$ cat src/rtl/hazard_ctrl.sv
// rtl/hazard_ctrl.sv - pipeline hazard detection, stall/flush control and mult/div busy tracking
module hazard_ctrl #(
  parameter int MULT_CYC = 5,
  parameter int DIV_CYC  = 10
) (
  input  logic        clk,
  input  logic        reset,
  input  logic [4:0]  D_rs,
  input  logic [4:0]  D_rt,
  input  logic [1:0]  D_rs_tuse,
  input  logic [1:0]  D_rt_tuse,
  input  logic [4:0]  E_dst,
  input  logic [4:0]  M_dst,
  input  logic [1:0]  E_tnew,
  input  logic [1:0]  M_tnew,
  input  logic        D_is_md,
  input  logic        E_md_start,
  input  logic        E_md_div,
  input  logic        D_null_req,
  output logic        F_pc_en,
  output logic        FD_en,
  output logic        FD_null_slot,
  output logic        DE_clear,
  output logic        md_busy,
  output logic [31:0] stall_cnt
);

  localparam int MAX_CYC = (MULT_CYC > DIV_CYC) ? MULT_CYC : DIV_CYC;
  localparam int CLOG_W  = $clog2(MAX_CYC + 1);
  localparam int CNT_W   = (CLOG_W < 4) ? 4 : CLOG_W;

  logic [CNT_W-1:0] md_cnt_q, md_cnt_d;
  logic [31:0]      stall_cnt_q, stall_cnt_d;
  logic             rs_hazard, rt_hazard, md_hazard, stall;

  // A source stalls only when a producer in E/M will not have its result ready in time.
  function automatic logic src_hazard(
    input logic [4:0] src,
    input logic [1:0] tuse,
    input logic [4:0] e_dst,
    input logic [1:0] e_tnew,
    input logic [4:0] m_dst,
    input logic [1:0] m_tnew
  );
    src_hazard = (src != 5'd0) &&
                 (((src == e_dst) && (e_tnew > tuse)) ||
                  ((src == m_dst) && (m_tnew > tuse)));
  endfunction

  always_comb begin
    rs_hazard = src_hazard(D_rs, D_rs_tuse, E_dst, E_tnew, M_dst, M_tnew);
    rt_hazard = src_hazard(D_rt, D_rt_tuse, E_dst, E_tnew, M_dst, M_tnew);
    md_busy   = (md_cnt_q != '0);
    md_hazard = D_is_md && (md_busy || E_md_start);
    stall     = rs_hazard || rt_hazard || md_hazard;
  end

  // A null request arriving while stalled is dropped, not held for later.
  always_comb begin
    F_pc_en      = 1'b1;
    FD_en        = 1'b1;
    DE_clear     = 1'b0;
    FD_null_slot = D_null_req;
    if (stall) begin
      F_pc_en      = 1'b0;
      FD_en        = 1'b0;
      DE_clear     = 1'b1;
      FD_null_slot = 1'b0;
    end
  end

  // Starts issued while the unit is still counting are ignored.
  always_comb begin
    md_cnt_d = md_cnt_q;
    if (md_cnt_q != '0) begin
      md_cnt_d = md_cnt_q - CNT_W'(1);
    end else if (E_md_start) begin
      md_cnt_d = E_md_div ? CNT_W'(DIV_CYC) : CNT_W'(MULT_CYC);
    end
  end

  always_comb begin
    stall_cnt_d = stall_cnt_q;
    if (stall && (stall_cnt_q != 32'hFFFF_FFFF)) begin
      stall_cnt_d = stall_cnt_q + 32'd1;
    end
  end

  always_ff @(posedge clk or posedge reset) begin
    if (reset) begin
      md_cnt_q    <= '0;
      stall_cnt_q <= '0;
    end else begin
      md_cnt_q    <= md_cnt_d;
      stall_cnt_q <= stall_cnt_d;
    end
  end

  assign stall_cnt = stall_cnt_q;

endmodule
$ cat config.mk
export PLATFORM = sky130hd
export DESIGN_NAME = hazard_ctrl
export DESIGN_NICKNAME = d
export VERILOG_FILES = /design/src/rtl/hazard_ctrl.sv
export SDC_FILE = /design/constraint.sdc
export NUM_CORES = 1
export LEC_CHECK = 0
export BUFFER_PORTS_ARGS = -buffer_cell sky130_fd_sc_hd__buf_2
export CAP_MARGIN = 20
export CORE_MARGIN = 2
export CORE_UTILIZATION = 50
export CTS_CLUSTER_DIAMETER = 60
export DETAILED_ROUTE_END_ITERATION = 6
export PLACE_DENSITY = 0.79
export SLEW_MARGIN = 5
export SYNTH_ARGS = -nofsm -noshare
export SYNTH_HDL_FRONTEND = slang
export SYNTH_SLANG_ARGS = --single-unit
$ cat constraint.sdc
create_clock -name clk -period 5.1 [get_ports clk]
set_clock_uncertainty 0.05 [all_clocks]
set_input_delay 1.02 -clock clk [delete_from_list [all_inputs] [get_ports clk]]
set_output_delay 1.02 -clock clk [all_outputs]
set_load 0.01 [all_outputs]
; ---- Word-level counts from Yosys, hierarchy flattened
; Index checks and enable logic that the tools add are counted.
[classes]
n_mux = 6
n_eq_ne = 5
magnitude_cmp = 4
n_addsub = 2
reduce_logical = 17
[op_table]
columns = cell, count
row1 = "32-bit by 1-bit adder with 32-bit output, second input constant", 1
row2 = "32-bit inequality test, second input constant", 1
row3 = 5-bit == test, 4
row4 = 4-bit two-way mux, 3
row5 = 5-bit nonzero test, 2
row6 = 2-bit > comparator, 4
row7 = 1-bit logical AND, 8
row8 = 1-bit logical OR, 5
row9 = 4-bit nonzero test, 1
row10 = "4-bit by 1-bit subtractor with 4-bit output, second input constant", 1
row11 = 1-bit two-way mux, 3
row12 = 2-bit nonzero test, 1
[totals]
output_inout_bits = 37
inputBits = 34
regBits = 36

; ---- Logic depth before layout (Yosys ltp)
[logic_depth]
ltp_word = 7
ltp_mapped = 12
depth_no_buf = 11

; ---- Least setup slack after synthesis
; Ideal clock, no wire load.
[synth_path]
kind = input-to-output
startpoint = input port D_rt_tuse[1]
endpoint = output port FD_null_slot
setup_slack_ns = 1.680
t_arrival_ns = 2.350
path_stages = 9
path_cell_list = inv_1 ha_1 nand2_1 nand4_1 nor4_1 o22ai_1 and3_4 buf_6 and2_1
[synth_between]
elab_chain_cells = 7
elab_cells_between_ends = 9
classes_between = order compare: 2 / mux: 1 / reduce/logical: 6
[synth_rtl]
columns = item, line_no
row1 = start: declaration, 11  ; input logic [1:0] D_rt_tuse,
row2 = "2-bit > comparator, on equally long branches", "46, 47"
row3 = "1-bit logical AND, on equally long branches", "46, 47"
row4 = 1-bit logical OR *, 46  ; (((src == e_dst) && (e_tnew > tuse)) ||
row5 = 1-bit logical AND *, 45  ; src_hazard = (src != 5'd0) &&
row6 = 1-bit logical OR * (2 in series), 55  ; stall = rs_hazard || rt_hazard || md_hazard;
row7 = 1-bit two-way mux *, 64  ; if (stall) begin
row8 = end: declaration, 22  ; output logic FD_null_slot,
; Every way passes the cells marked *; elsewhere a longest branch is shown, timed or not.

; ---- Final worst setup path
[layout_path]
startpoint = input port D_rs_tuse[1]
endpoint = output port FD_null_slot
[layout_between]
elab_chain_cells = 7
elab_cells_between_ends = 9
classes_between = order compare: 2 / mux: 1 / reduce/logical: 6
[layout_rtl]
columns = item, line_no
row1 = start: declaration, 10  ; input logic [1:0] D_rs_tuse,
row2 = "2-bit > comparator, on equally long branches", "46, 47"
row3 = "1-bit logical AND, on equally long branches", "46, 47"
row4 = 1-bit logical OR *, 46
row5 = 1-bit logical AND *, 45
row6 = 1-bit logical OR * (2 in series), 55
row7 = 1-bit two-way mux *, 64
; Marks and branches as above.

==> results.cfg <==
[status]
outcome = finished clean

[clock_tree]
cts_tree = done
cts_max_level = 2
cts_resized = 0
numCtsBuffers = 5
clock_path_buffers = 2
cts_root_buffer = clkbuf_8
clk_pin_slew_ns = 0.07
clk_latency_ns = 0.28
cts_setup_buffers = 0
clkSinkCount = 36
hold_buffers = 0

[die]
die_y_um = 71.1
core_area_sq_mm = 0.00435
rows = 24
start_util = 0.517
die_area_sq_mm = 0.00505
die_width_um = 71.1
io_pins = 71

[timing]
setup_viol = 0
slew_headroom = 0.429
min_period_ns = 3.69
hold_viol = 0
rsz0062_at_grt = false
fin_ws_ns = 1.41
max_freq_mhz = 271
drv_slew = 0
tightest_slew_ns = 0.853
period_share = 0.723
fin_setup_tns_ns = 0

[pwr]
power_density_mw_per_mm2 = 310
peakVddDrop_uv = 121
p_leak_nw = 1.32

[drt]
firstDrtPassIters = 4
avgRoutedWirePerCell_um = 13.7
drc = 0
dr_total_vias = 1858
antenna_left = 0
post_drt_via_cell_ratio = 5.42
first_iter_violations = 90
wl_um = 4680

[global_route]
antenna_found_initial = 0
track_usage = 0.192
grt_overflow = 0
grt_max_degree = 37
grt_pass1_wl_um = 7750
grt_pass1_vias = 1773

[synth]
synth_top_area_share = 0.400
ys_async_sr_fraction = 1.00
yosysSeqAreaShare = 0.400
post-synth-top-count-cell = xnor2_1
postSynthRegisterBits = 36
synth_area_leader_cell = dfrtp_1
synth_cells = 218
syn-num-nets = 263
synth-edff-count = 0
synthTopCellsByCount = 38 x xnor2_1, 36 x dfrtp_1, 14 x nand4_1, 13 x nand3_1, 12 x xor2_1
ys_warn_count = 0
netlist_area_sq_mm = 0.00225
yosysUniqueCellTypes = 36
synth_flop_cell = dfrtp_1
yosys-top-cells-area = dfrtp_1 40%, xnor2_1 15%, ha_1 6.1%, xor2_1 4.7%, nand4_1 3.9%
syn_avg_cell_area_sq_um = 10.3

[setup_path]
critical_path.max_stage_delay_ns = 0.32
startpoint_type = input pin
endpoint_kind = primary output
crit_path_top_delay_cell = ha_1
crit_top_cell = buf_2
worstSetupPathType = in2out
worstPathCellList = buf_2 -> inv_1 -> ha_1 -> nor2b_1 -> o21ai_0 -> a2111oi_2 -> o22ai_1 -> and3_4 -> and2_1 -> buf_2
worstPathRequired_ns = 4.03
critPathMaxFanout = 7
crit_arrival_ns = 2.62

[layout]
final_area_sq_mm = 0.00272
multiInputGateArea_sq_mm = 0.00126
antennaDiodeCount = 0
regArea_sq_um = 901
fillers = 372
fin_util = 0.624
drive_gt1_frac = 0.323
fin_nets = 335
area_delta_synth_final_pct = 20.6
final-instance-count-excl-fill = 343

[placement]
place.detailed.hpwl_um = 3710
post-place-ws_ns = 1.44
dpl_cell_area_sq_mm = 0.00263
port_buffers = 70
place_inst = 335
gp_congestion = 0.832

[run]
cap_violations = 0

[worst_hold_path]
hold_class = reg2reg
==> report_power, final <==
| part | switching, mW | internal (mW) | leakage (nW) | total [mW] |
|---|---|---|---|---|
| registers | 0.0509 | 0.331 | 0.480 | 0.382 |
| clock network | 0.0928 | 0.110 | 0.0455 | 0.203 |
| logic | 0.147 | 0.111 | 0.792 | 0.258 |
| total | 0.290 | 0.552 | 1.32 | 0.842 |
==> through the flow <==
stage,power (mW),hold slack [ns]
detailed placement,0.647,0.434
finish,0.842,0.435
floorplan,0.559,0.408
global placement,0.637,0.425
global route,0.896,0.449
CTS,0.855,0.443
==> path summary, 6_finish.rpt <==
| kind | startpoint | endpoint | slack [ns] | cells after the start |
|---|---|---|---|---|
| hold reg to reg | stall_cnt[17] | stall_cnt[17] | 0.44 | 1 |
| setup / recovery | D_rs_tuse[1] | FD_null_slot | 1.41 | 10 |
| setup reg to reg | md_cnt_q[0] | stall_cnt[1] | 2.60 | 7 |
| hold / removal | stall_cnt[17] | stall_cnt[17] | 0.44 | 1 |
| max in group asynchronous | reset | stall_cnt[28] | 3.91 | 3 |
| min in group asynchronous | reset | stall_cnt[26] | 0.77 | 3 |
==> cell families (layout without fill, tap and decap cells) <==
family          Yosys count  count (layout)  share of synthesized area
simple gates             81              81                      0.234
xor+xnor                 50              50                      0.195
flops                    36              36                      0.400
compound gates           20              20                     0.0556
buf+inv                  17              90                     0.0400
fa+ha+maj                11              11                     0.0611
mux                       3               3                     0.0145
==> final cells by class <==
type	count	area share
Clock buffer	8	0.0332
Inverter	11	0.0152
Multi-Input combinational cell	165	0.464
Sequential cell	36	0.332
Tap cell	52	0.0240
Timing Repair Buffer	71	0.132
==> metal layers <==
layer	GRT usage	vias to the layer above	share of wire
met5	0	-	0
met4	0.0755	0	0.012
met3	0.0299	5	0.052
met2	0.335	62	0.50
met1	0.239	886	0.44
li1	-	905	-
==> flip-flops by register name, summed over array words and instances (netlist names) <==
name / cells
md_cnt_q: 4
stall_cnt: 32
==> cells in the final DEF (no fill, tap or decap), types with 4 or more instances in the layout <==
master / netlist / final
xor2_1: 12 / 12
nor2_1: 7 / 7
a21oi_1: 8 / 8
nand4_1: 14 / 14
and3_1: 5 / 5
xnor2_1: 38 / 38
nand3_2: 7 / 7
dfrtp_1: 36 / 36
nand3_1: 13 / 13
clkbuf_8: 0 / 6
nor3_1: 4 / 4
o21ai_0: 7 / 7
ha_1: 11 / 11
buf_2: 0 / 70
inv_1: 11 / 11
nand2_1: 9 / 9
==> critical path, delay by kind of cell <==
| family | cells | cell delay, ns |
|---|---|---|
| fa+ha+maj | 1 | 0.32 |
| buf+inv | 3 | 0.24 |
| compound gates | 3 | 0.48 |
| simple gates | 3 | 0.55 |
(Power assumes the default switching activity.)
